--- src/rtl/note_sprite_plotter.sv ---
// note_sprite_plotter
//
// Moves a fixed-size note sprite vertically inside one lane of a 160x120
// VGA frame. Each accepted row sample first erases the sprite at the row it
// was last drawn at, then draws it at the new (clamped) row. One pixel write
// is issued per cycle, and every output is registered.
//
// Ports:
//   clk        - single clock for all logic
//   resetn     - asynchronous, active-low reset
//   y_valid    - one-cycle strobe qualifying y_in
//   y_in       - requested sprite top row (clamped to 120-H)
//   vga_x      - pixel column
//   vga_y      - pixel row
//   vga_colour - pixel colour
//   vga_plot   - pixel write enable
//   busy       - high while a move is in progress or a sample is pending
module note_sprite_plotter #(
  parameter int         X_POS     = 76,
  parameter int         W         = 4,
  parameter int         H         = 4,
  parameter logic [2:0] COLOUR    = 3'b110,
  parameter logic [2:0] BG_COLOUR = 3'b000
) (
  input  logic       clk,
  input  logic       resetn,
  input  logic       y_valid,
  input  logic [7:0] y_in,
  output logic [7:0] vga_x,
  output logic [6:0] vga_y,
  output logic [2:0] vga_colour,
  output logic       vga_plot,
  output logic       busy
);

  typedef enum logic [1:0] {IDLE, ERASE, DRAW} state_t;

  localparam logic [7:0] Y_MAX   = 8'(120 - H);
  localparam logic [2:0] PX_LAST = 3'(W - 1);
  localparam logic [2:0] PY_LAST = 3'(H - 1);
  localparam logic [7:0] X_BASE  = 8'(X_POS);

  state_t     state_q, state_d;
  logic [2:0] px_q, px_d, py_q, py_d;
  logic [6:0] prev_y_q, prev_y_d;
  logic       has_prev_q, has_prev_d;
  logic       pend_valid_q, pend_valid_d;
  logic [6:0] pend_y_q, pend_y_d;
  logic [6:0] cur_y_q, cur_y_d;
  logic [7:0] vga_x_q, vga_x_d;
  logic [6:0] vga_y_q, vga_y_d;
  logic [2:0] vga_colour_q, vga_colour_d;
  logic       vga_plot_q, vga_plot_d;
  logic       busy_q, busy_d;

  logic [6:0] y_clamp;
  logic [6:0] sample;
  logic       last_col;
  logic [2:0] px_next, py_next;
  logic [6:0] base_row;

  assign y_clamp = (y_in > Y_MAX) ? Y_MAX[6:0] : y_in[6:0];

  // Next-state logic. The registered pixel outputs are computed from the
  // pixel about to be scanned, so the first pixel of a move appears in the
  // cycle right after the accepting edge and ERASE hands over to DRAW with
  // no idle gap.
  always_comb begin
    state_d      = state_q;
    px_d         = px_q;
    py_d         = py_q;
    prev_y_d     = prev_y_q;
    has_prev_d   = has_prev_q;
    pend_valid_d = pend_valid_q;
    pend_y_d     = pend_y_q;
    cur_y_d      = cur_y_q;
    vga_x_d      = vga_x_q;
    vga_y_d      = vga_y_q;
    vga_colour_d = vga_colour_q;
    vga_plot_d   = 1'b0;
    sample       = y_valid ? y_clamp : pend_y_q;
    last_col     = (px_q == PX_LAST);
    px_next      = last_col ? 3'd0 : px_q + 3'd1;
    py_next      = last_col ? py_q + 3'd1 : py_q;
    base_row     = (state_q == ERASE) ? prev_y_q : cur_y_q;

    // Strobes arriving mid-move are parked; only the newest survives.
    if (y_valid && state_q != IDLE) begin
      pend_valid_d = 1'b1;
      pend_y_d     = y_clamp;
    end

    case (state_q)
      IDLE: begin
        if (y_valid || pend_valid_q) begin
          pend_valid_d = 1'b0;
          cur_y_d      = sample;
          px_d         = 3'd0;
          py_d         = 3'd0;
          if (!has_prev_q) begin
            state_d      = DRAW;
            vga_x_d      = X_BASE;
            vga_y_d      = sample;
            vga_colour_d = COLOUR;
            vga_plot_d   = 1'b1;
          end else if (sample != prev_y_q) begin
            state_d      = ERASE;
            vga_x_d      = X_BASE;
            vga_y_d      = prev_y_q;
            vga_colour_d = BG_COLOUR;
            vga_plot_d   = 1'b1;
          end
        end
      end
      ERASE, DRAW: begin
        if (last_col && py_q == PY_LAST) begin
          px_d = 3'd0;
          py_d = 3'd0;
          if (state_q == ERASE) begin
            state_d      = DRAW;
            vga_x_d      = X_BASE;
            vga_y_d      = cur_y_q;
            vga_colour_d = COLOUR;
            vga_plot_d   = 1'b1;
          end else begin
            state_d    = IDLE;
            prev_y_d   = cur_y_q;
            has_prev_d = 1'b1;
          end
        end else begin
          px_d         = px_next;
          py_d         = py_next;
          vga_x_d      = X_BASE + 8'(px_next);
          vga_y_d      = base_row + 7'(py_next);
          vga_colour_d = (state_q == ERASE) ? BG_COLOUR : COLOUR;
          vga_plot_d   = 1'b1;
        end
      end
      default: state_d = IDLE;
    endcase

    busy_d = (state_d != IDLE) | pend_valid_d;
  end

  // State and output registers. Reset returns everything to zero but leaves
  // the screen untouched, so the next sample draws without an erase.
  always_ff @(posedge clk or negedge resetn) begin
    if (!resetn) begin
      state_q      <= IDLE;
      px_q         <= 3'd0;
      py_q         <= 3'd0;
      prev_y_q     <= 7'd0;
      has_prev_q   <= 1'b0;
      pend_valid_q <= 1'b0;
      pend_y_q     <= 7'd0;
      cur_y_q      <= 7'd0;
      vga_x_q      <= 8'd0;
      vga_y_q      <= 7'd0;
      vga_colour_q <= 3'd0;
      vga_plot_q   <= 1'b0;
      busy_q       <= 1'b0;
    end else begin
      state_q      <= state_d;
      px_q         <= px_d;
      py_q         <= py_d;
      prev_y_q     <= prev_y_d;
      has_prev_q   <= has_prev_d;
      pend_valid_q <= pend_valid_d;
      pend_y_q     <= pend_y_d;
      cur_y_q      <= cur_y_d;
      vga_x_q      <= vga_x_d;
      vga_y_q      <= vga_y_d;
      vga_colour_q <= vga_colour_d;
      vga_plot_q   <= vga_plot_d;
      busy_q       <= busy_d;
    end
  end

  assign vga_x      = vga_x_q;
  assign vga_y      = vga_y_q;
  assign vga_colour = vga_colour_q;
  assign vga_plot   = vga_plot_q;
  assign busy       = busy_q;

endmodule

--- config.mk ---
export PLATFORM = sky130hd
export DESIGN_NAME = note_sprite_plotter
export DESIGN_NICKNAME = d
export VERILOG_FILES = /design/src/rtl/note_sprite_plotter.sv
export SDC_FILE = /design/constraint.sdc
export NUM_CORES = 1
export LEC_CHECK = 0
export CAP_MARGIN = 20
export CORE_MARGIN = 3
export CORE_UTILIZATION = 57
export CTS_CLUSTER_SIZE = 20
export DETAILED_ROUTE_END_ITERATION = 6
export PLACE_DENSITY = 0.8
export SETUP_SLACK_MARGIN = 0.2
export SLEW_MARGIN = 10
export SYNTH_ARGS = -nofsm -noshare
export SYNTH_HDL_FRONTEND = slang
export SYNTH_SLANG_ARGS = --single-unit
--- constraint.sdc ---
create_clock -name clk -period 4.06 [get_ports clk]
set_input_delay 0.609 -clock clk [delete_from_list [all_inputs] [get_ports clk]]
set_output_delay 0.609 -clock clk [all_outputs]
set_load 0.02 [all_outputs]
# Yosys cells after proc, flatten, opt, wreduce, memory -nomap -nowiden
# Index checks and enable logic that the tools add are counted.
# classes
n_addsub,4
n_lt_le_gt_ge,1
n_eq_ne,8
muxes,44
n_bitwise,2
reduce_logical,13
# op_table
op,n
2-to-1 mux 7 bit,8
2-to-1 mux 8 bit,5
2-to-1 mux 3 bit,11
case mux 3 bit (2 select lines),3
case mux 8 bit (2 select lines),1
case mux 7 bit (2 select lines),1
2-to-1 mux 2 bit,5
adder 7 x 3 -> 8 bit (first input constant),1
greater-than comparator 8 x 7 -> 1 bit (second input constant),1
2-to-1 mux 1 bit,8
adder 7 x 3 -> 7 bit,1
inequality test 7 bit,1
adder 3 x 1 -> 3 bit (second input constant),2
== test 3 x 2 -> 1 bit (second input constant),2
inequality test 3 bit (second input constant),2
AND reduction 2 bit,3
nonzero test 2 bit,3
case mux 2 bit (2 select lines),1
AND reduction 4 bit,1
AND reduction 3 bit,1
== test 2 x 1 -> 1 bit (second input constant),1
== test 2 bit (second input constant),1
logical AND 1 bit,2
zero test 2 bit,1
6 further kinds,6
# totals
regBits,51
in_bits,11
output_inout_bits,20
word_cells,85

# Logic depth before layout (Yosys ltp)
# logic_depth
word_depth,10
mapped_depth,13
mapped_depth_nobuf,12

# Worst setup path before layout
# Ideal clock, no wire load.
# synth_timing
path_kind,reg-to-reg
start,register state_q[1]
end,register vga_y_q[6] (netlist: vga_y[6])
setup_time_ns,0.125
t_arrival_ns,3.328
path_slack_ns,0.607
path_stages_with_launch,14
n_path_buf,2
synth_period_minus_slack_ns,3.453
path_cell_list,dfrtp_1 > inv_1 > ha_1 > clkbuf_1 > clkbuf_1 > mux2_2 > fa_1 > a21oi_1 > a211oi_1 > xnor2_1 > a21o_1 > a221oi_1 > a21oi_1 > mux2_4
# synth_between
elab_chain_len,5
elab_cells_between_ends,13
# synth_rtl
item,line,source
from (decl),43,"state_t state_q, state_d;"
from (signal assigned),163,state_q <= state_d;
== test 2 x 1 -> 1 bit,85,base_row = (state_q == ERASE) ? prev_y_q : cur_y_q;
2-to-1 mux 7 bit,-,
via base_row[1],60,logic [6:0] base_row;
adder 7 x 3 -> 7 bit,134,vga_y_d = base_row + 7'(py_next);
2-to-1 mux 7 bit,116,if (last_col && py_q == PY_LAST) begin
case mux 7 bit (2 select lines),93,case (state_q)
to (signal assigned),172,vga_y_q <= vga_y_d;
to (decl),51,"logic [6:0] vga_y_q, vga_y_d;"
# The timed path passes the listed nets, and every way through them passes these cells.
# A chain may end at the register's enable or synchronous reset.

# Worst setup path in the final report
# Ends and elaborated chain as after synthesis.

==> run summary <==
Die ar. -> 5956 um^2
Fin nets -> 345
Worst clock skew -> 0.009442 ns
Vias in the first global route -> 2215
Core Region -> 4817 um^2
Number of DRC violations after detailed-routing iteration 0 -> 95
Clock Tree Buf Depth -> 2
Distinct cells, synth -> 56
Share of the yosys chip area belonging to registers -> 0.3986
HPWL Detailed -> 4.401 mm
Slew Viols, Final -> 0
Post-route cell area -> 3279 um^2
CTS tree -> done
Met1 Wirelength -> 2.664 mm
Layout cells sized above 1 -> 0.1477
Yosys warning count -> 0
Worst-path clk slew -> 0.09 ns
Met2 wire len -> 2.895 mm
Total GRT Usage -> 0.2192
Port buffer count -> 27
Worst EP arrival -> 3.68 ns
Final worst-path cycle share -> 0.8615
# diodes -> 0
Nature of the critical path startpoint -> register
Largest net degree at the start of global routing -> 47
Commonest non-fill, non-tap cell in the layout -> dfrtp_1
Clock Sink Count -> 46
Syn Inst Count -> 303
Fin. Hold Viols -> 0
Max layer used -> met4
ANT nets after route -> 0
Hold_buf cts -> 0
Most frequent cells in the layout -> dfrtp_1, nand2_1, o21ai_0
Post-DP Area -> 3173 um^2
Slew margin rel. -> 0.4430
CP Capture Point -> vga_y[6]
Reg2Reg Depth -> 12
Die H -> 77.18 um
Root Driver -> clkbuf_8
Fillers -> 430
Post-CTS sizing -> 0
Io pins -> 31
Most used DFF post-synth -> dfrtp_1
Cts bufs inserted -> 5
Critical R2R Capture -> vga_y[6]
Dpl cells -> 383
Async S/R FF share, synth -> 1.000
Worst R2R Start -> state_q[1]
Number of synthesized register bits -> 46
Static Leakage -> 1.477 nW
Clk Latency, worst-skew pair -> 0.31 ns
P&R area growth vs syn -> 13.56%
Worst Setup Path Type -> register to register
RSZ-0062 raised after global routing -> false
GR Overflow Total -> 0
Vias per Instance -> 5.801
Routability cong. -> 0.8790
MaxCap Viol Count -> 0
Initial antenna violation count -> 0
Wirelength per Cell -> 15.22 um
Post-CTS setup repair buffer count -> 0
Peak supply drop -> 357.5 uV
Syn Area/Cell -> 9.531 um^2
Tightest Pin Transition -> 0.8355 ns
Hold Crit Class -> input port to asynchronous set/reset pin
Met3 wire len -> 322 um
Total wire length -> 5.967 mm
Final setup vio count -> 0
TNS Setup -> 0 ns
Post-synth EDFFs -> 0
Initial Utilization -> 0.5995
Die Wd -> 77.18 um
Netlist Area Pre-Place -> 2888 um^2
Global-route wire length before repair -> 10.41 mm
Via count -> 2274
Required time at the worst-slack endpoint -> 4.25 ns
R2R Setup Slk -> 0.56 ns
Crit. End Element -> register
Worst Path Max Fanout -> 20
Status -> finished, final reports clean
CP Launch Point -> state_q[1]
Finished Layout Cells -> 392
Fin crit period -> 3.498 ns
Highest Clock Rate -> 0.2859 GHz
FP Rows -> 25
Cell Pwr Density -> 580.0 nW/um^2
# DRC -> 0
First-pass DRT Iterations -> 4
H-tree lvl count -> 2
## power breakdown
| part | switching (mW) | total (mW) | internal (mW) |
|---|---|---|---|
| registers | 0.106 | 0.704 | 0.598 |
| logic | 0.483 | 0.918 | 0.436 |
| clock network | 0.158 | 0.279 | 0.122 |
| total | 0.747 | 1.90 | 1.16 |
## worst max-delay path: stages (launching register included)
cell	delay, ns
dfrtp_1	0.42
inv_1	0.09
ha_1	0.26
buf_4	0.28
mux2_2	0.41
fa_1	0.47
a21oi_1	0.32
a211oi_1	0.15
xnor2_1	0.15
a21o_1	0.18
a221oi_1	0.28
a21oi_1	0.09
mux2_4	0.27
## worst min-delay path by stage
| stage | startpoint | end | slack, ns | depth (start not counted) |
|---|---|---|---|---|
| 5_1_grt | resetn | cur_y_q[1] | 0.27 | 1 |
| 2_1_floorplan | resetn | busy | 0.31 | 0 |
| 4_1_cts | vga_x[6] | vga_x[6] | 0.50 | 1 |
| 3_5_place_dp | vga_x[6] | vga_x[6] | 0.48 | 1 |
| 6_report | resetn | prev_y_q[1] | 0.25 | 1 |
| 3_3_place_gp | vga_x[6] | vga_x[6] | 0.45 | 1 |
## layout make-up
class / instances / area [um^2] / share of cell area
repair buffers: 33 / 322.8 / 0.09844
well taps: 67 / 83.83 / 0.02556
clock inverters: 2 / 13.76 / 0.004197
inverters: 20 / 75.07 / 0.02289
clock buffers: 6 / 72.57 / 0.02213
flip-flops and latches: 46 / 1151 / 0.3510
multi-input cells: 218 / 1560 / 0.4758
## per-stage QoR
| stage | power, mW | setup WS (ns) | hold WS, ns | utilization |
|---|---|---|---|---|
| after floorplan | 1.367 | 0.6070 | 0.3134 | - |
| after global placement | 1.608 | 0.6261 | 0.4527 | 0.6587 |
| after detailed placement | 1.632 | 0.5180 | 0.4796 | 0.6587 |
| after CTS | 1.916 | 0.5704 | 0.5006 | 0.6766 |
| after global routing | 2.056 | 0.3056 | 0.2667 | 0.6808 |
| final | 1.902 | 0.5623 | 0.2509 | 0.6808 |
## state kept, by name (all words and copies together), names as in the netlist
signal	cells
vga_plot	1
cur_y_q	7
py_q	3
busy	1
prev_y_q	7
vga_y	7
state_q	2
has_prev_q	1
vga_x	5
pend_y_q	7
px_q	3
vga_colour	1
pend_valid_q	1
## cell usage after synthesis (3+ instances only)
| library cell | instances | area (um^2) |
|---|---|---|
| nand4_1 | 3 | 18.77 |
| clkbuf_1 | 12 | 45.04 |
| inv_1 | 19 | 71.32 |
| xnor2_1 | 8 | 70.07 |
| o21ai_0 | 30 | 150.1 |
| nor2_1 | 17 | 63.81 |
| nand3_1 | 5 | 25.02 |
| mux2_4 | 6 | 90.09 |
| buf_2 | 3 | 15.01 |
| nor2b_1 | 3 | 18.77 |
| a22o_1 | 3 | 26.28 |
| a21o_1 | 3 | 22.52 |
| xor2_1 | 3 | 26.28 |
| dfrtp_1 | 46 | 1151 |
| mux2i_1 | 7 | 70.07 |
| nand3b_1 | 4 | 30.03 |
| a22oi_1 | 3 | 22.52 |
| nand2b_1 | 3 | 18.77 |
| nor3_1 | 3 | 15.01 |
| mux2_2 | 18 | 202.7 |
| a21oi_1 | 15 | 75.07 |
| buf_4 | 5 | 37.54 |
| nand2_1 | 33 | 123.9 |
| ha_1 | 9 | 112.6 |
## routing by layer
metal	vias to the layer above	track usage
met5	-	0
met4	0	0.06228
met3	11	0.04343
met2	69	0.3653
met1	1090	0.2895
li1	1104	-
## cells by family (layout without fill, tap and decap cells)
group / count (synthesis) / in the layout / share of synthesized area
mux: 31 / 31 / 0.1257
other cells: 1 / 3 / 0.001299
fa+ha+maj: 10 / 10 / 0.04593
flops: 46 / 46 / 0.3986
compound gates: 81 / 81 / 0.1867
xor+xnor: 11 / 11 / 0.03336
simple gates: 82 / 82 / 0.1447
buf+inv: 41 / 61 / 0.06369
Power figures use the tool's default switching activity.
